### src/rtl/fp_add_pipe.sv
// ============================================================================
// Module      : fp_add_pipe
// Description : 3-stage pipelined IEEE-754 style adder/subtractor with RNE
//               rounding, flush-to-zero and a global stall. Define
//               FP_ADD_PIPE_FLAGS_EN to build the {invalid, overflow, inexact}
//               flag logic; otherwise flags read 3'b000.
// Revision    : 1.0 - initial release
// ============================================================================
`default_nettype none

module fp_add_pipe #(
    parameter int EXP_LEN  = 5,
    parameter int MANT_LEN = 10,
    localparam int FLOAT_LEN = 1 + EXP_LEN + MANT_LEN
) (
    input  logic                 clk,
    input  logic                 rst_n,
    input  logic                 in_valid,
    output logic                 in_ready,
    input  logic [FLOAT_LEN-1:0] a,
    input  logic [FLOAT_LEN-1:0] b,
    input  logic                 op_sub,
    output logic                 out_valid,
    input  logic                 out_ready,
    output logic [FLOAT_LEN-1:0] result,
    output logic [2:0]           flags
);

    localparam int E     = EXP_LEN;
    localparam int M     = MANT_LEN;
    localparam int SIG_W = M + 4;
    localparam int XW    = E + 2;
    localparam int LZW   = $clog2(SIG_W);
    localparam logic [E-1:0] c_exp_ones = '1;

    logic w_en;
    assign w_en      = out_ready || !out_valid;
    assign in_ready  = w_en;

    // ---------------- S1: unpack, special detect, align ----------------
    logic           w_sa, w_sb, w_nan_a, w_nan_b, w_inf_a, w_inf_b, w_a_ge, w_lost;
    logic [E-1:0]   w_ea, w_eb, w_efa, w_efb, w_es, w_diff;
    logic [M:0]     w_siga, w_sigb, w_sig_s;
    logic [SIG_W-1:0] w_s_ext, w_s_sh;

    logic             sign1_d, sub1_d, inv1_d, inf1_d, infs1_d;
    logic [E-1:0]     exp1_d;
    logic [SIG_W-1:0] sigl1_d, sigs1_d;

    assign w_sa    = a[FLOAT_LEN-1];
    assign w_sb    = b[FLOAT_LEN-1] ^ op_sub;
    assign w_ea    = a[FLOAT_LEN-2 -: E];
    assign w_eb    = b[FLOAT_LEN-2 -: E];
    assign w_nan_a = (w_ea == c_exp_ones) && (a[M-1:0] != '0);
    assign w_nan_b = (w_eb == c_exp_ones) && (b[M-1:0] != '0);
    assign w_inf_a = (w_ea == c_exp_ones) && (a[M-1:0] == '0);
    assign w_inf_b = (w_eb == c_exp_ones) && (b[M-1:0] == '0);
    assign w_siga  = {w_ea != '0, a[M-1:0]};
    assign w_sigb  = {w_eb != '0, b[M-1:0]};
    assign w_efa   = (w_ea == '0) ? E'(1) : w_ea;
    assign w_efb   = (w_eb == '0) ? E'(1) : w_eb;
    assign w_a_ge  = {w_efa, w_siga} >= {w_efb, w_sigb};

    assign sign1_d = w_a_ge ? w_sa : w_sb;
    assign exp1_d  = w_a_ge ? w_efa : w_efb;
    assign w_es    = w_a_ge ? w_efb : w_efa;
    assign w_sig_s = w_a_ge ? w_sigb : w_siga;
    assign sigl1_d = {(w_a_ge ? w_siga : w_sigb), 3'b000};
    assign w_diff  = exp1_d - w_es;

    // Everything pushed past the sticky position collapses into it.
    assign w_s_ext = {w_sig_s, 3'b000};
    assign w_s_sh  = w_s_ext >> w_diff;
    assign w_lost  = (w_s_ext & ~({SIG_W{1'b1}} << w_diff)) != '0;
    assign sigs1_d = {w_s_sh[SIG_W-1:1], w_s_sh[0] | w_lost};

    assign sub1_d  = w_sa != w_sb;
    assign inv1_d  = w_nan_a || w_nan_b || (w_inf_a && w_inf_b && (w_sa != w_sb));
    assign inf1_d  = w_inf_a || w_inf_b;
    assign infs1_d = w_inf_a ? w_sa : w_sb;

    logic             v1_q, sign1_q, sub1_q, inv1_q, inf1_q, infs1_q;
    logic [E-1:0]     exp1_q;
    logic [SIG_W-1:0] sigl1_q, sigs1_q;

    // ---------------- S2: add/subtract, normalize ----------------
    logic [SIG_W:0]   w_sum;
    logic [LZW-1:0]   w_lz;
    logic             sign2_d, zero2_d;
    logic [XW-1:0]    exp2_d;
    logic [SIG_W-1:0] norm2_d;

    assign w_sum = sub1_q ? ({1'b0, sigl1_q} - {1'b0, sigs1_q})
                          : ({1'b0, sigl1_q} + {1'b0, sigs1_q});

    always_comb begin
        w_lz = '0;
        for (int i = 0; i < SIG_W; i++) begin
            if (w_sum[i]) w_lz = LZW'(SIG_W - 1 - i);
        end
    end

    // Left shifts beyond one only occur when alignment was <= 1, so no sticky is smeared.
    always_comb begin
        zero2_d = (w_sum == '0);
        sign2_d = (zero2_d && sub1_q) ? 1'b0 : sign1_q;
        if (w_sum[SIG_W]) begin
            norm2_d = {w_sum[SIG_W:2], w_sum[1] | w_sum[0]};
            exp2_d  = {2'b00, exp1_q} + XW'(1);
        end else begin
            norm2_d = w_sum[SIG_W-1:0] << w_lz;
            exp2_d  = {2'b00, exp1_q} - XW'(w_lz);
        end
    end

    logic             v2_q, sign2_q, zero2_q, inv2_q, inf2_q, infs2_q;
    logic [XW-1:0]    exp2_q;
    logic [SIG_W-1:0] norm2_q;

    // ---------------- S3: round to nearest even, pack ----------------
    logic           w_g, w_rs, w_up, w_ovf, w_unf;
    logic [M+1:0]   w_sig_r;
    logic [XW-1:0]  w_exp_r;
    logic [M-1:0]   w_mant_r;
    logic [FLOAT_LEN-1:0] res_d;

    assign w_g      = norm2_q[2];
    assign w_rs     = |norm2_q[1:0];
    assign w_up     = w_g && (w_rs || norm2_q[3]);
    assign w_sig_r  = {1'b0, norm2_q[SIG_W-1:3]} + (M+2)'(w_up);
    assign w_exp_r  = exp2_q + XW'(w_sig_r[M+1]);
    assign w_mant_r = w_sig_r[M+1] ? w_sig_r[M:1] : w_sig_r[M-1:0];
    assign w_ovf    = !w_exp_r[XW-1] && (w_exp_r >= {2'b00, c_exp_ones});
    assign w_unf    = w_exp_r[XW-1] || (w_exp_r == '0);

    always_comb begin
        res_d = {sign2_q, w_exp_r[E-1:0], w_mant_r};
        if (inv2_q)       res_d = {1'b0, c_exp_ones, 1'b1, {(M-1){1'b0}}};
        else if (inf2_q)  res_d = {infs2_q, c_exp_ones, {M{1'b0}}};
        else if (zero2_q) res_d = {sign2_q, {(E+M){1'b0}}};
        else if (w_ovf)   res_d = {sign2_q, c_exp_ones, {M{1'b0}}};
        else if (w_unf)   res_d = {sign2_q, {(E+M){1'b0}}};
    end

    logic                 v3_q;
    logic [FLOAT_LEN-1:0] result_q;

    always_ff @(posedge clk or negedge rst_n) begin
        if (!rst_n) begin
            v1_q <= 1'b0; sign1_q <= 1'b0; sub1_q <= 1'b0; inv1_q <= 1'b0;
            inf1_q <= 1'b0; infs1_q <= 1'b0; exp1_q <= '0; sigl1_q <= '0; sigs1_q <= '0;
            v2_q <= 1'b0; sign2_q <= 1'b0; zero2_q <= 1'b0; inv2_q <= 1'b0;
            inf2_q <= 1'b0; infs2_q <= 1'b0; exp2_q <= '0; norm2_q <= '0;
            v3_q <= 1'b0; result_q <= '0;
        end else if (w_en) begin
            v1_q    <= in_valid;
            sign1_q <= sign1_d;
            sub1_q  <= sub1_d;
            inv1_q  <= inv1_d;
            inf1_q  <= inf1_d;
            infs1_q <= infs1_d;
            exp1_q  <= exp1_d;
            sigl1_q <= sigl1_d;
            sigs1_q <= sigs1_d;
            v2_q    <= v1_q;
            sign2_q <= sign2_d;
            zero2_q <= zero2_d;
            inv2_q  <= inv1_q;
            inf2_q  <= inf1_q;
            infs2_q <= infs1_q;
            exp2_q  <= exp2_d;
            norm2_q <= norm2_d;
            v3_q    <= v2_q;
            result_q <= res_d;
        end
    end

    assign out_valid = v3_q;
    assign result    = result_q;

`ifdef FP_ADD_PIPE_FLAGS_EN
    logic [2:0] flg_d;
    logic [2:0] flags_q;

    always_comb begin
        flg_d = {2'b00, w_g || w_rs};
        if (inv2_q)                 flg_d = 3'b100;
        else if (inf2_q || zero2_q) flg_d = 3'b000;
        else if (w_ovf)             flg_d = 3'b011;
        else if (w_unf)             flg_d = 3'b001;
    end

    always_ff @(posedge clk or negedge rst_n) begin
        if (!rst_n)     flags_q <= 3'b000;
        else if (w_en)  flags_q <= flg_d;
    end

    assign flags = flags_q;
`else
    assign flags = 3'b000;
`endif

endmodule

`default_nettype wire

### config.mk
export PLATFORM = sky130hd
export DESIGN_NAME = fp_add_pipe
export DESIGN_NICKNAME = d
export VERILOG_FILES = /design/src/rtl/fp_add_pipe.sv
export SDC_FILE = /design/constraint.sdc
export NUM_CORES = 1
export LEC_CHECK = 0
export ABC_AREA = 0
export ABC_CLOCK_PERIOD_IN_PS = 5550
export CAP_MARGIN = 20
export CORE_MARGIN = 5
export CORE_UTILIZATION = 50
export DETAILED_ROUTE_END_ITERATION = 7
export GPL_TIMING_DRIVEN = 0
export PLACE_DENSITY_LB_ADDON = 0.05
export SLEW_MARGIN = 20
export SYNTH_ARGS = -nofsm -noshare
export SYNTH_HDL_FRONTEND = slang
export SYNTH_SLANG_ARGS = --single-unit
### constraint.sdc
create_clock -name clk -period 5.55 [get_ports clk]
set_input_delay 1.11 -clock clk [delete_from_list [all_inputs] [get_ports clk]]
set_output_delay 1.11 -clock clk [all_outputs]
set_load 0.03 [all_outputs]
Yosys cells after proc, flatten, opt, wreduce, memory -nomap -nowiden

Index checks and enable logic that the tools add are counted.

Logic and storage cells: 100
Output and inout port bits: 21
Register bits: 80
Bits of input ports: 37

Order comparisons: 2
Bitwise gates (word level): 5
Equal/unequal tests: 3
Reductions and logical operators: 29
Add/subtract/negate cells: 7
Mux-type cells: 32
Shift-type cells: 3

Operators with widths:

| cell                                              | count |
|---|---|
| 2-to-1 mux 15 bit                                 | 4 |
| 2-to-1 mux 4 bit                                  | 14 |
| 2-to-1 mux 16 bit                                 | 2 |
| 2-to-1 mux 11 bit                                 | 2 |
| zero test 10 bit                                  | 2 |
| 2-to-1 mux 5 bit                                  | 4 |
| nonzero test 10 bit                               | 2 |
| >= comparator 16 bit                              | 1 |
| adder 14 x 14 -> 15 bit                           | 1 |
| zero test 15 bit                                  | 1 |
| subtractor 14 x 14 -> 15 bit                      | 1 |
| bitwise AND 14 bit                                | 1 |
| 2-to-1 mux 14 bit                                 | 1 |
| inverter 14 bit                                   | 1 |
| nonzero test 14 bit                               | 1 |
| << shifter 14 x 4 -> 14 bit                       | 1 |
| << shifter 14 x 5 -> 14 bit, first input constant | 1 |
| right shift 14 x 5 -> 14 bit                      | 1 |
| adder 11 x 1 -> 12 bit                            | 1 |
| equality test 5 bit, second input constant        | 2 |
| zero test 5 bit                                   | 2 |
| 2-to-1 mux 10 bit                                 | 1 |
| nonzero test 5 bit                                | 2 |
| logical AND 1 bit                                 | 9 |
| other kinds (14)                                  | 23 |

Longest topological paths before layout

Gate-level depths: netlist of run 1.

Word-level depth: 18
Mapped depth: 19
Mapped depth without buffers: 18

Worst setup path after synthesis of run 1

OpenSTA, ideal clock, no wires.

Path type: input -> register
Start: input b[14]
End: register sigs1_q[1]
Setup slack: 0.076 ns
Required time: 5.429 ns
Data arrival time: 5.353 ns
Setup time: 0.121 ns
Path buffers: 4
Cell stages on the path: 19
Path through: nor4_1 -> nor2_1 -> ha_1 -> buf_4 -> nand2_1 -> or4_1 -> or4_1 -> buf_2 -> nand3_2 -> mux2i_1 -> ha_1 -> clkbuf_1 -> clkinv_1 -> clkbuf_1 -> mux2i_1 -> nor2_1 -> a311oi_1 -> a21oi_1 -> a22o_1

Longest elaborated chain between the ends: 6
Elaborated cells between the ends (all ways): 9
Those cells by class: 1 x add/sub; 1 x order compare; 1 x shift; 4 x mux; 2 x reduce/logical

Ends and longest elaborated chain:

| what                                | RTL line | text |
|---|---|---|
| start: declaration                  | 21       | `input logic [FLOAT_LEN-1:0] b,` |
| zero test 5 bit                     | 61       | `assign w_efb = (w_eb == '0) ? E'(1) : w_eb;` |
| 2-to-1 mux 5 bit                    | 61       |  |
| >= comparator 16 bit                | 62       | `assign w_a_ge = {w_efa, w_siga} >= {w_efb, w_sigb};` |
| 2-to-1 mux 5 bit (on tied branches) | 65, 66   |  |
| subtractor 5 bit                    | 69       | `assign w_diff = exp1_d - w_es;` |
| right shift 14 x 5 -> 14 bit (*)    | 73       | `assign w_s_sh = w_s_ext >> w_diff;` |
| end signal: assignment              | 164      | `sigs1_q <= sigs1_d;` |
| end: declaration                    | 84       | `logic [SIG_W-1:0] sigl1_q, sigs1_q;` |

Mark *: on every way between the ends. The rest lies on a longest branch, timed or not.
A chain may end at the register's enable or synchronous reset.

Worst setup path after layout of run 1

Start: input a[10]
End: register sigs1_q[1]

Longest elaborated chain between the ends: 6
Elaborated cells between the ends (all ways): 9
Those cells by class: 1 x add/sub; 1 x order compare; 1 x shift; 4 x mux; 2 x reduce/logical

Ends and longest elaborated chain:

| what                                | RTL line | text |
|---|---|---|
| start: declaration                  | 20       | `input logic [FLOAT_LEN-1:0] a,` |
| zero test 5 bit                     | 60       | `assign w_efa = (w_ea == '0) ? E'(1) : w_ea;` |
| 2-to-1 mux 5 bit                    | 60       |  |
| >= comparator 16 bit                | 62       |  |
| 2-to-1 mux 5 bit (on tied branches) | 65, 66   |  |
| subtractor 5 bit                    | 69       |  |
| right shift 14 x 5 -> 14 bit (*)    | 73       |  |

Marks and branches as above.

==> qor.csv, run 1 <==
stage,metric,value,unit
cts,numCtsBuffers,9,
place,place_area,8230,um2
synthesis,syn_area_per_cell,7.943,um2
setup_path,reg2regPathDepth,17,
cts,clock_sinks,80,
synthesis,syn_area,7427,um2
setup_path,crit_chain,clkdlybuf4s50_1 -> or2_2 -> ha_1 -> buf_6 -> nand2_1 -> or4_4 -> or4_1 -> buf_4 -> and3_4 -> buf_6 -> buf_8 -> clkbuf_2 -> mux4_2 -> mux2i_2 -> nor2_1 -> a311oi_1 -> a21oi_1 -> a22o_1,
pwr,switching_share,0.4950,
cts,ctsHtreeMaxLevel,3,
pwr,leakagePower,3.703,nW
drt,drt_iter0_drc,838,
job,max-cap-violations,0,
synthesis,synth_top_family_by_area,compound AO/OA/AOI/OAI gates,
timing,tns,0,ns
drt,vias,7411,
floorplan,ioPinCount,58,
timing,setup_viol,0,
cts,max-clock-path-buffers,2,
floorplan,die_y,131.9,um
synthesis,yosys.area_share.adder,0.08794,
setup_path,cp-end-kind,flop,
global_route,grt_pass1_wl,37.23,mm
setup_path,worstSetupPathType,input pin to flop,
timing,relSlewSlack,0.3507,
drt,route.detailed.drc,0,
hold_path,hold_path_class,flop to flop,
global_route,grtUsageTotal,0.2594,
floorplan,fp.dieArea,17390,um2
cts,tritoncts,done,
layout,drive_gt1_frac,0.07525,
global_route,antenna_found_initial,0,
status,status,completed,
setup_path,crit_family,simple AND/OR/NAND/NOR gates,
synthesis,synthSimpleGateAreaFrac,0.2151,
synthesis,synthMuxAreaShare,0.08086,
setup_path,path_common_cell,buf_6,
setup_path,slowest_delay,0.57,ns
global_route,grt.overflow.total,0,
cts,cts.clk_slew.worst_paths,0.07,ns
timing,finalWorstSetupSlack,0.1986,ns
cts,clk_latency,0.34,ns
drt,wl_per_cell,19.18,um
timing,period_share,0.9642,
setup_path,required,5.78,ns
pwr,p_switching,2.277,mW
synthesis,yosysUniqueCellTypes,77,
drt,via_per_inst,6.207,
global_route,first_global_vias,6953,
drt,ant_nets,0,
timing,hold_viol_final,0,
synthesis,synth_seq_area_share,0.2695,
cts,root_buffer,clkbuf_16,
synthesis,synth_xor_area_frac,0.04228,
setup_path,cp_max_fo,10,
synthesis,yosys.area.top_type,dfrtp_1,
timing,fin_crit,5.351,ns
drt,drt_first_pass_iters,5,
floorplan,coreArea,14530,um2
timing,drv_slew,0,
place,dp_cells,1176,
setup_path,startpoint_type,input pin,
pwr,powerDensity,525.6,nW/um2
floorplan,row_count,44,
global_route,grt_max_degree,57,
cts,postCtsHoldBufs,0,
layout,syn2layout_area_growth,17.86,%
synthesis,synth-edff-count,0,
synthesis,synth_compound_area_frac,0.2409,
layout,final_cell_mix,"nand2_1, dfrtp_1, o21ai_0, nor2_1, a21oi_1",
place,numPortBuffers,54,
synthesis,synth_top_flop_cell,dfrtp_1,
layout,fin_util,0.6023,
floorplan,initial_core_util,0.5110,
place,gp_routability_congestion,1.042,
timing,worst_pin_slew,0.9674,ns
timing,hold-worst-slack,0.4630,ns
pwr,internal_power,2.323,mW
synthesis,ys_seq_elements,80,
layout,layout_commonest_cell,nand2_1,
pwr,seq_power_share,0.216,
layout,diodes,0,
layout,nets,1094,
place,dp_hpwl,17.73,mm
pwr,clkPwrFrac,0.150,
floorplan,die_w,131.9,um
layout,stdcell_count,1194,
setup_path,cp.depth,18,
synthesis,yosysWarnings,0,
timing,fmax,186.9,MHz
synthesis,syn_inst,935,
timing,worst_clock_skew,0.01070,ns
drt,drt-total-wl,22.90,mm
hold_path,min_path_cells,2,
place,post-place-ws,-1.190,ns
pwr,finalPower,4.601,mW
synthesis,synth_top_area_frac,0.2695,
synthesis,synth.area.top_cells,"dfrtp_1, ha_1, nand2_1",
setup_path,arrival,5.58,ns
pwr,peakVddDrop,192.1,uV
synthesis,async_flop_share,1.000,
pwr,combinationalPowerShare,0.634,
setup_path,crit_slowest_cell,or4_1,
setup_path,critPathBufInv,6,
layout,design_area,8753,um2
## synth_stat cells, types with 13 or more instances
library cell  count
ha_1             49
o211ai_1         13
clkbuf_1         38
a211oi_1         23
dfrtp_1          80
a31oi_1          22
nand2_1         114
o21ai_0          72
nand3_1          29
nor3_1           26
xor2_1           14
inv_1            50
xnor2_1          20
mux2i_1          37
nor2_1           70
a21oi_1          59
## state kept, by name, summed over array words and instances, names as in the netlist
register,count
out_valid,1
inv1_q,1
infs1_q,1
v1_q,1
norm2_q,14
inv2_q,1
sign1_q,1
inf1_q,1
v2_q,1
sub1_q,1
inf2_q,1
infs2_q,1
sigs1_q,14
exp2_q,7
sign2_q,1
zero2_q,1
exp1_q,5
result,16
sigl1_q,11
## worst reg2reg max path, delay by kind of cell, from the launching register on
| kind | cells | cell delay, ns |
|---|---|---|
| xor gates and xnor gates | 1 | 0.25 |
| and+or+nand+nor | 4 | 0.57 |
| buffers and inverters | 3 | 0.86 |
| adders and majority gates | 2 | 0.67 |
| AOI/OAI and AO/OA | 7 | 2.02 |
| DFF | 1 | 0.51 |
## layout make-up
type,instances,area [um2]
inverter,55,207.7
timing repair buffer,59,599.3
sequential,80,2002
buffer,55,280.3
multi-input combinational,746,5092
fill,1370,5781
clock buffer,9,225.2
clock inverter,6,116.4
tap,184,230.2
## power groups by stage
stage	Clock [mW]	Combinational [mW]	Sequential (mW)
final	0.688	2.92	0.996
after global routing	0.720	3.19	1.03
after floorplan	0	1.95	1.03
after CTS	0.691	2.86	0.994
after detailed placement	0	2.80	1.00
after global placement	0	2.80	0.999
## layer usage
layer	wire length (um)	track usage
met1	10530	0.3663
met2	10490	0.4104
met3	1206	0.03053
met4	671	0.09371
met5	0	0
## logic make-up after synthesis
group	after synthesis
mux	50
xor+xnor	35
buf+inv	111
compound gates	276
fa+ha+maj	51
other cells	1
flops	80
simple gates	331
## worst paths after layout
path / startpoint / to / slack [ns]
setup / recovery: a[10] / sigs1_q[1]$_DFFE_PN0P_ / 0.20
hold / removal: v2_q$_DFFE_PN0P_ / v2_q$_DFFE_PN0P_ / 0.46
setup reg to reg: sigs1_q[0]$_DFFE_PN0P_ / exp2_q[5]$_DFFE_PN0P_ / 0.58
hold reg to reg: v2_q$_DFFE_PN0P_ / v2_q$_DFFE_PN0P_ / 0.46
max in group asynchronous: rst_n / norm2_q[4]$_DFFE_PN0P_ / 4.26
min in group asynchronous: rst_n / result[2]$_DFFE_PN0P_ / 0.69
## repair_timing
item / 4_1_cts / 5_1_grt
resized for setup: 29 / 11
endpoints found under the hold margin: 0 / 0
setup buffers: 3 / 1
setup endpoints to repair: 14 / 14
pin swaps: 3 / 3
Power figures use the tool's default switching activity.
==> inputs of run 2 (changes only) <==
--- a/config.mk
+++ b/config.mk
@@ -11,6 +11,7 @@
 export CORE_MARGIN = 5
 export CORE_UTILIZATION = 50
 export DETAILED_ROUTE_END_ITERATION = 7
+export DONT_BUFFER_PORTS = 1
 export GPL_TIMING_DRIVEN = 0
 export PLACE_DENSITY_LB_ADDON = 0.05
 export SLEW_MARGIN = 20
==> qor.csv, run 2 (synthesized netlist as in run 1, its figures left out) <==
stage,metric,value,unit,change
setup_path,crit_slowest_cell,or4_1,,
global_route,grtUsageTotal,0.2645,,+0.005107
cts,cts.clk_slew.worst_paths,0.06,ns,about the same
timing,fin_crit,5.331,ns,-0.02013 ns
cts,clk_latency,0.35,ns,about the same
setup_path,cp-end-kind,flop,,
drt,drt_first_pass_iters,8,,+3
global_route,first_global_vias,7067,,+1.6%
setup_path,reg2regPathDepth,17,,unchanged
drt,ant_nets,0,,unchanged
place,place_area,7665,um2,-6.9%
layout,largest_reg_flops,16,,unchanged
floorplan,ioPinCount,58,,unchanged
layout,final_cell_mix,"nand2_1, dfrtp_1, o21ai_0, nor2_1, a21oi_1",,
global_route,grt_pass1_wl,37.70,mm,+1.3%
floorplan,coreArea,14530,um2,unchanged
drt,route.detailed.drc,18,,+18
cts,cts_post_setup_buffers_inserted,0,,-3
setup_path,cp.depth,19,,+1
job,max-cap-violations,0,,unchanged
setup_path,crit_end,sigs1_q[0]$_DFFE_PN0P_,,
setup_path,startpoint,b[14],,
pwr,internal_power,2.129,mW,-8.4%
place,dp_hpwl,18.36,mm,+3.6%
setup_path,cp_max_fo,10,,unchanged
timing,relSlewSlack,0.3561,,+0.005423
pwr,clkPwrFrac,0.139,,-0.011
cts,tritoncts,done,,
pwr,leakagePower,3.389,nW,-8.5%
timing,worst_clock_skew,0.01167,ns,+0.0009714 ns
cts,numCtsBuffers,9,,unchanged
layout,drive_gt1_frac,0.06723,,-0.008021
pwr,p_switching,2.257,mW,-0.90%
pwr,switching_share,0.5145,,+0.01954
setup_path,critPathBufInv,4,,-2
setup_path,arrival,5.51,ns,-0.07 ns
drt,drt_iter0_drc,659,,-21%
timing,fmax,187.6,MHz,+0.38%
setup_path,r2r_end,exp2_q[5]$_DFFE_PN0P_,,
global_route,antenna_found_initial,0,,unchanged
layout,fill_cells,1369,,-0.073%
setup_path,worstSetupPathType,input pin to flop,,
pwr,seq_power_share,0.252,,+0.036
floorplan,initial_core_util,0.5110,,unchanged
setup_path,crit_chain,nor4_2 -> nor2_1 -> ha_1 -> buf_4 -> nand2_1 -> or4_1 -> or4_1 -> buf_2 -> nand3_4 -> mux2i_4 -> ha_2 -> inv_1 -> o221ai_2 -> xnor2_2 -> clkbuf_2 -> mux2i_1 -> o21ai_0 -> o211ai_1 -> a32oi_1,,
place,numPortBuffers,0,,-100%
floorplan,fp.dieArea,17390,um2,unchanged
timing,hold_viol_final,0,,unchanged
pwr,finalPower,4.386,mW,-4.7%
cts,root_buffer,clkbuf_16,,
layout,layout_commonest_cell,nand2_1,,
timing,drv_slew,0,,unchanged
layout,diodes,0,,unchanged
layout,multi_input_area,5035,um2,-1.1%
pwr,powerDensity,545.3,nW/um2,+3.8%
timing,period_share,0.9606,,-0.003628
setup_path,startpoint_type,input pin,,
status,status,finished with violations,,
timing,setup_viol,0,,unchanged
drt,via_per_inst,6.407,,+3.2%
cts,clock_sinks,80,,unchanged
cts,ctsHtreeMaxLevel,3,,unchanged
cts,postCtsHoldBufs,0,,unchanged
timing,hold-worst-slack,0.4561,ns,-0.006948 ns
floorplan,row_count,44,,unchanged
setup_path,crit_family,simple AND/OR/NAND/NOR gates,,
global_route,grt_max_degree,81,,+42%
global_route,grt.overflow.total,0,,unchanged
timing,rsz0062_at_grt,no,,
timing,worst_pin_slew,0.9658,ns,-0.001579 ns
layout,syn2layout_area_growth,8.288,%,
pwr,peakVddDrop,192.1,uV,about the same
setup_path,reg2reg_from,sigs1_q[0]$_DFFE_PN0P_,,
setup_path,required,5.73,ns,-0.05 ns
setup_path,slowest_delay,0.59,ns,+0.02 ns
setup_path,r2r_slack,0.57,ns,about the same
drt,drt-total-wl,23.54,mm,+2.8%
drt,wl_per_cell,20.72,um,+8.1%
layout,fin_util,0.5534,,-0.04890
drt,vias,7278,,-1.8%
floorplan,die_w,131.9,um,unchanged
cts,max-clock-path-buffers,2,,unchanged
floorplan,die_y,131.9,um,unchanged
setup_path,path_common_cell,or4_1,,
pwr,combinationalPowerShare,0.608,,-0.026
layout,design_area,8043,um2,-8.1%
layout,register_area,2002,um2,unchanged
status,violations,design-rule violations,,
layout,nets,1035,,-5.4%
hold_path,hold_path_class,input pin to asynchronous set/reset pin,,
place,gp_routability_congestion,0.9838,,-5.6%
-- run 2: cell types whose count changed in the layout (fill, tap and decap cells not counted), sizes merged --
cell	before	now
inv	53	55
buf	24	17
clkbuf	47	49
clkdlybuf4s50	46	0
dlygate4sd2	1	0
clkdlybuf4s15	1	0
bufinv	3	1
clkinv	5	4
dlymetal6s2s	4	0
-- run 2: per-stage QoR --
stage	TNS [ns]	std cells	worst slack (ns)
2_1_floorplan	0	937	0.07621
3_3_place_gp	-3.559	1121	-0.5565
3_5_place_dp	-4.149	1121	-0.5637
4_1_cts	0	1137	0.02960
5_1_grt	0	1136	0.02054
6_report	0	1136	0.2187
-- run 2: timing repair --
| action | in CTS | in global routing |
|---|---|---|
| endpoints found under the hold margin | 0 | 0 |
| resized for setup | 6 | 13 |
| endpoints found under the setup margin | 6 | 8 |
-- run 2: routing by layer --
layer	vias to the layer above	GRT usage	share of wire
met5	-	0	0
met1	3476	0.3554	0.44
li1	3446	-	-
met4	0	0.1126	0.036
met3	61	0.04809	0.071
met2	295	0.4186	0.45
-- run 2: layout make-up --
| cell class | count | share of cell area |
|---|---|---|
| Tap cell | 184 | 0.02862 |
| Clock buffer | 11 | 0.03018 |
| Inverter | 55 | 0.02582 |
| Clock inverter | 5 | 0.007623 |
| Sequential cell | 80 | 0.2489 |
| Multi-Input combinational cell | 746 | 0.6260 |
| Buffer | 55 | 0.03283 |
-- run 2: power by group through the flow --
stage | Combinational, mW | Clock [mW] | Sequential, mW
finish | 2.67 | 0.611 | 1.11
global route | 2.94 | 0.642 | 1.13
CTS | 2.60 | 0.618 | 1.10
detailed placement | 2.58 | 0 | 1.11
global placement | 2.59 | 0 | 1.11
floorplan | 1.95 | 0 | 1.03
-- run 2: worst min path at each step --
stage | start | endpoint | slack (ns)
finish | rst_n | sigl1_q[5]$_DFFE_PN0P_ | 0.46
global route | rst_n | sigs1_q[8]$_DFFE_PN0P_ | 0.44
CTS | rst_n | sigs1_q[8]$_DFFE_PN0P_ | 0.46
detailed placement | v1_q$_DFFE_PN0P_ | v1_q$_DFFE_PN0P_ | 0.46
global placement | v2_q$_DFFE_PN0P_ | v2_q$_DFFE_PN0P_ | 0.45
floorplan | v2_q$_DFFE_PN0P_ | v2_q$_DFFE_PN0P_ | 0.43
-- run 2: worst reg2reg max path, stage by stage, from the launching register on --
cell and delay, ns:
dfrtp_1 0.48, inv_1 0.26, ha_1 0.33, and3b_1 0.20
a221o_1 0.36, a2111oi_0 0.44, nor3_1 0.16, xnor2_1 0.25
a311oi_1 0.43, nor2_1 0.10, inv_1 0.10, clkbuf_1 0.53
ha_1 0.36, a21o_1 0.18, a21o_1 0.20, a211oi_1 0.25
nand2_1 0.11, a31oi_1 0.19
==> inputs of run 3 (changes only) <==
--- a/config.mk
+++ b/config.mk
@@ -9,10 +9,10 @@
 export ABC_CLOCK_PERIOD_IN_PS = 5550
 export CAP_MARGIN = 20
 export CORE_MARGIN = 5
-export CORE_UTILIZATION = 50
+export CORE_UTILIZATION = 59
 export DETAILED_ROUTE_END_ITERATION = 7
-export DONT_BUFFER_PORTS = 1
 export GPL_TIMING_DRIVEN = 0
+export MAX_ROUTING_LAYER = met4
 export PLACE_DENSITY_LB_ADDON = 0.05
 export SLEW_MARGIN = 20
 export SYNTH_ARGS = -nofsm -noshare
==> qor.csv, run 3 (synthesized netlist as in run 1, its figures left out) <==
stage,metric,value,unit,change
global_route,grtUsageTotal,0.3192,,+0.05465
timing,finalWorstSetupSlack,0.1808,ns,-0.03795 ns
floorplan,die_w,122.2,um,-7.3%
floorplan,row_count,41,,-6.8%
layout,register_area,2002,um2,unchanged
place,dp_cells,1164,,+3.8%
layout,multi_input_area,5090,um2,+1.1%
layout,fill_cells,1083,,-21%
cts,cts.clk_slew.worst_paths,0.07,ns,about the same
job,max-cap-violations,0,,unchanged
timing,worst_clock_skew,0.01043,ns,-0.001241 ns
setup_path,cp_max_fo,10,,unchanged
place,place_area,8208,um2,+7.1%
layout,layout_commonest_cell,nand2_1,,
global_route,grt_max_degree,48,,-41%
setup_path,r2r_end,exp2_q[5]$_DFFE_PN0P_,,
setup_path,reg2regPathDepth,17,,unchanged
global_route,grt.overflow.total,0,,unchanged
place,post-place-ws,-1.155,ns,-0.5912 ns
timing,relSlewSlack,0.3631,,+0.006927
cts,postCtsHoldBufs,0,,unchanged
drt,via_per_inst,6.336,,-1.1%
global_route,first_global_vias,7006,,-0.86%
global_route,grt_pass1_wl,36.38,mm,-3.5%
setup_path,cp-end-kind,flop,,
setup_path,reg2reg_from,sigs1_q[0]$_DFFE_PN0P_,,
setup_path,r2r_slack,0.51,ns,-0.06 ns
timing,fin_crit,5.369,ns,+0.03794 ns
drt,drt_first_pass_iters,6,,-2
cts,ctsHtreeMaxLevel,3,,unchanged
layout,diodes,0,,unchanged
layout,drive_gt1_frac,0.07532,,+0.008095
floorplan,ioPinCount,58,,unchanged
pwr,finalPower,4.553,mW,+3.8%
cts,max-clock-path-buffers,2,,unchanged
setup_path,worstSetupPathType,input pin to flop,,
layout,largest_reg_flops,16,,unchanged
drt,drt_iter0_drc,736,,+12%
timing,drv_slew,0,,unchanged
cts,tritoncts,done,,
timing,setup_viol,0,,unchanged
layout,fin_util,0.6967,,+0.1433
drt,wl_per_cell,19.34,um,-6.7%
timing,rsz0062_at_grt,no,,
timing,fmax,186.2,MHz,-0.71%
setup_path,arrival,5.60,ns,+0.09 ns
setup_path,required,5.78,ns,+0.05 ns
layout,nets,1092,,+5.5%
timing,worst_pin_slew,0.9486,ns,-0.01721 ns
hold_path,hold_path_class,flop to flop,,
place,gp_routability_congestion,0.9974,,+1.4%
drt,ant_nets,0,,unchanged
drt,vias,7483,,+2.8%
floorplan,coreArea,12470,um2,-14%
floorplan,die_y,122.2,um,-7.3%
setup_path,crit_end,sigs1_q[4]$_DFFE_PN0P_,,
layout,design_area,8685,um2,+8.0%
global_route,antenna_found_initial,0,,unchanged
status,status,completed,,
timing,period_share,0.9674,,+0.006837
pwr,peakVddDrop,212.7,uV,+11%
cts,clock_sinks,80,,unchanged
layout,syn2layout_area_growth,16.93,%,
pwr,leakagePower,3.677,nW,+8.5%
pwr,powerDensity,524.3,nW/um2,-3.9%
drt,route.detailed.drc,0,,-18
layout,stdcell_count,1181,,+4.0%
setup_path,startpoint,a[12],,
cts,root_buffer,clkbuf_16,,
drt,drt-total-wl,22.84,mm,-3.0%
layout,final_cell_mix,"nand2_1, dfrtp_1, o21ai_0, nor2_1, a21oi_1",,
cts,clk_latency,0.35,ns,about the same
place,dp_hpwl,17.59,mm,-4.2%
floorplan,fp.dieArea,14930,um2,-14%
place,numPortBuffers,54,,+54
floorplan,initial_core_util,0.5958,,+0.08479
timing,hold_viol_final,0,,unchanged
setup_path,startpoint_type,input pin,,
cts,numCtsBuffers,9,,unchanged
==> run 3: area by class of cell <==
cell class / instances / share of cell area
Inverter: 55 / 0.02392
Timing Repair Buffer: 57 / 0.06671
Multi-Input combinational cell: 746 / 0.5861
Buffer: 55 / 0.03170
Clock inverter: 6 / 0.008788
Tap cell: 172 / 0.02478
Sequential cell: 80 / 0.2305
Clock buffer: 10 / 0.02752
==> run 3: power by group <==
part	total (mW)	internal, mW	leakage, nW	switching [mW]
combinational	2.93	1.08	2.55	1.85
clock	0.631	0.368	0.155	0.263
sequential	0.993	0.796	0.967	0.197
total	4.55	2.24	3.68	2.31
==> run 3: worst min-delay path by stage <==
stage	startpoint	end	cells after the start
after floorplan	v2_q$_DFFE_PN0P_	v2_q$_DFFE_PN0P_	2
after global placement	v2_q$_DFFE_PN0P_	v2_q$_DFFE_PN0P_	2
after detailed placement	infs2_q$_DFFE_PN0P_	infs2_q$_DFFE_PN0P_	2
after CTS	v2_q$_DFFE_PN0P_	out_valid$_DFFE_PN0P_	1
after global routing	result[6]$_DFFE_PN0P_	result[6]$_DFFE_PN0P_	2
final	v2_q$_DFFE_PN0P_	out_valid$_DFFE_PN0P_	1
==> run 3: repair_timing <==
item                                    in CTS  in global routing
buffers inserted                             2                  0
endpoints found under the setup margin      14                 13
pin swaps                                    2                  3
resized for setup                           25                 15
==> run 3: worst max-delay path, cell delays in order <==
cell           delay [ns]
dlygate4sd2_1        0.34
nor4_1               0.11
or2_2                0.34
ha_1                 0.31
buf_6                0.15
nand2_1              0.07
or4_4                0.49
or4_1                0.57
buf_2                0.19
and3_4               0.18
buf_6                0.13
buf_8                0.15
mux2i_1              0.21
mux2i_1              0.19
mux4_2               0.50
nor2b_1              0.14
a41o_1               0.22
a22o_1               0.19
==> run 3: routing by layer <==
metal	track usage	wire length (um)	share of wire
met1	0.4352	10020	0.44
met2	0.4831	10340	0.45
met3	0.04364	1763	0.077
met4	0.1267	716	0.031
met5	-	0	0
==> run 3: stage by stage <==
| stage | setup TNS [ns] | hold WS, ns |
|---|---|---|
| 2_1_floorplan | 0 | 0.4300 |
| 3_3_place_gp | -10.77 | 0.4493 |
| 3_5_place_dp | -11.88 | 0.4568 |
| 4_1_cts | 0 | 0.4746 |
| 5_1_grt | 0 | 0.5120 |
| 6_report | 0 | 0.4754 |
==> RTL change, RTL diff (flow settings as in run 2) <==
The parameter `EXP_LEN` goes from 5 to 10.
--- a/src/rtl/fp_add_pipe.sv
+++ b/src/rtl/fp_add_pipe.sv
@@ -9,7 +9,7 @@
 `default_nettype none
 
 module fp_add_pipe #(
-    parameter int EXP_LEN  = 5,
+    parameter int EXP_LEN  = 10,
     parameter int MANT_LEN = 10,
     localparam int FLOAT_LEN = 1 + EXP_LEN + MANT_LEN
 ) (
Ports: changed (resized a, b and result); port bits go from 58 to 73. The function was not compared with the original's and may differ.
==> RTL change against run 2 <==
  * Sequential power up 18%
  * Final area up 22%
  * Critical endpoint unchanged
  * Critical path type unchanged
  * Sequential cell count up 15
  * Die area up 17%
  * Clock skew down 2.6 ps
  * Synthesized cell count up 21%
  * Worst hold slack worse by 13 ps
  * Wire length up 15%
  * Power down 9.6%
  * Synthesized area up 18%
  * Setup slack worse by 150 ps
  * Register-to-register slack worse by 150 ps
==> RTL change: results (changes against run 2) <==
[placement]
routabilityCongestion=0.929  ; -5.6%
portBuffers=0  ; unchanged
placed_cell_area_sq_mm=0.00925  ; +21%
place_hpwl_microns=21200  ; +15%
place_ws_ps=-1060  ; -495 ps

[drt]
m1WireLength_microns=12100  ; +16%
via_per_inst=6.21  ; -3.0%
wl_met3_microns=1820  ; +8.6%
drtIter0Drc=753  ; +14%
met2_length_microns=12700  ; +20%
routed_wl_microns=27200  ; +15%
drtPass1Iterations=5  ; -3

[sta]
fmax_ghz=0.182  ; -2.7%
maxSlewHeadroom_pct=27.7  ; -7.9 points
slew_viol_final=0  ; unchanged
finClkSkew_ps=9.06  ; -2.61 ps

[global_routing]
gr-usage-all-layers_pct=26.6  ; +0.13 points
use_met1_pct=35.9  ; +0.35 points
grt_pass1_vias=8274  ; +17%
gr-usage-met3_pct=5.11  ; +0.30 points
grt_pass1_wl_microns=43600  ; +16%
grt_max_degree=96  ; +19%
met2_usage_pct=44.3  ; +2.4 points

[critical_path]
timing.rr.start=sigl1_q[7]
critPathMaxFanout=13  ; +3
crit_slowest_cell=or4b_4
cp.arrival_ps=5690  ; +180 ps
r2r_cells=19  ; +2
r2r_slack_ps=420  ; -150 ps
cp-startpoint=a[13]
critPathMaxStageDelay_ps=540  ; -50 ps
timing.rr.end=exp2_q[7]
crit_family=compound AO/OA/AOI/OAI gates

[finish]
fillers=1623  ; +19%
largest_register_ffs=21  ; +5
drive_above_1_share_pct=10.3  ; +3.6 points
stdcell_area_sq_mm=0.00985  ; +22%
final_cell_count_no_fill=1391  ; +22%
num-nets-final=1263  ; +22%

[logic_synthesis]
synthTopCellsByCount=nand2_1, nor2_1, dfrtp_1
yosysUniqueCellTypes=85  ; +10%
synthTopCellsByArea=dfrtp_1, ha_1, nand2_1, mux2i_1, nor2_1
syn_avg_cell_area_sq_um=7.78  ; -2.0%
yosysSeqAreaShare_pct=27.1  ; +0.14 points

[power_and_ir_drop]
p_leak_nw=4.17  ; +23%
ir_drop_uv=251  ; +31%

[worst_hold_path]
hold_class=input pin to async pin

[clock_tree]
cts.clk_slew.worst_paths_ps=70
numCtsBuffers=9  ; unchanged
clock-root-buffer=clkbuf_16

[status]
outcome=finished, final reports clean

-- RTL change: changes by cell type after synthesis, sizes merged, moves of 8 or more --
cell	before	now
dfrtp	80	95
o311ai	0	8
a211oi	23	7
a21oi	59	76
o21a	3	13
nor2	71	105
inv	52	60
xor2	14	22
a22o	9	1
a2111oi	9	0
nand2	116	148
clkbuf	38	48
-- RTL change: how the worst min path moves through the flow --
stage	startpoint	end	slack (ps)	depth (start not counted)
after floorplan	v2_q	v2_q	430	2
after global placement	v1_q	v1_q	450	2
after detailed placement	inf1_q	inf2_q	460	2
after CTS	rst_n	norm2_q[8]	440	0
after global routing	rst_n	result[4]	430	0
final	rst_n	norm2_q[11]	440	0
-- RTL change: power breakdown --
part           internal (W)  leakage [nW]  total (W)  switching [W]
Sequential         0.000923          1.15    0.00131       0.000390
Combinational      0.000778          2.87    0.00198        0.00120
Clock              0.000396         0.157   0.000674       0.000277
Total               0.00210          4.17    0.00396        0.00187
-- RTL change: logic make-up after synthesis --
group,share of synthesized area (%)
xor+xnor,4.78
flops,27.1
mux,6.45
fa+ha+maj,8.33
other cells,0.0427
simple gates,21.6
compound gates,25.6
buf+inv,6.15
-- RTL change: what timing repair did --
| action | CTS | global route |
|---|---|---|
| setup endpoints to repair | 14 | 21 |
| pin swaps | 20 | 22 |
| resized for setup | 10 | 24 |
| buffers inserted | 18 | 10 |
| cloned | 0 | 1 |
-- RTL change: cell type report --
| type | count | area share (%) |
|---|---|---|
| Buffer | 62 | 3.06 |
| Clock buffer | 9 | 2.29 |
| Clock inverter | 6 | 0.927 |
| Inverter | 63 | 2.40 |
| Multi-Input combinational cell | 903 | 62.2 |
| Sequential cell | 95 | 24.1 |
| Tap cell | 225 | 2.86 |
| Timing Repair Buffer | 28 | 2.17 |
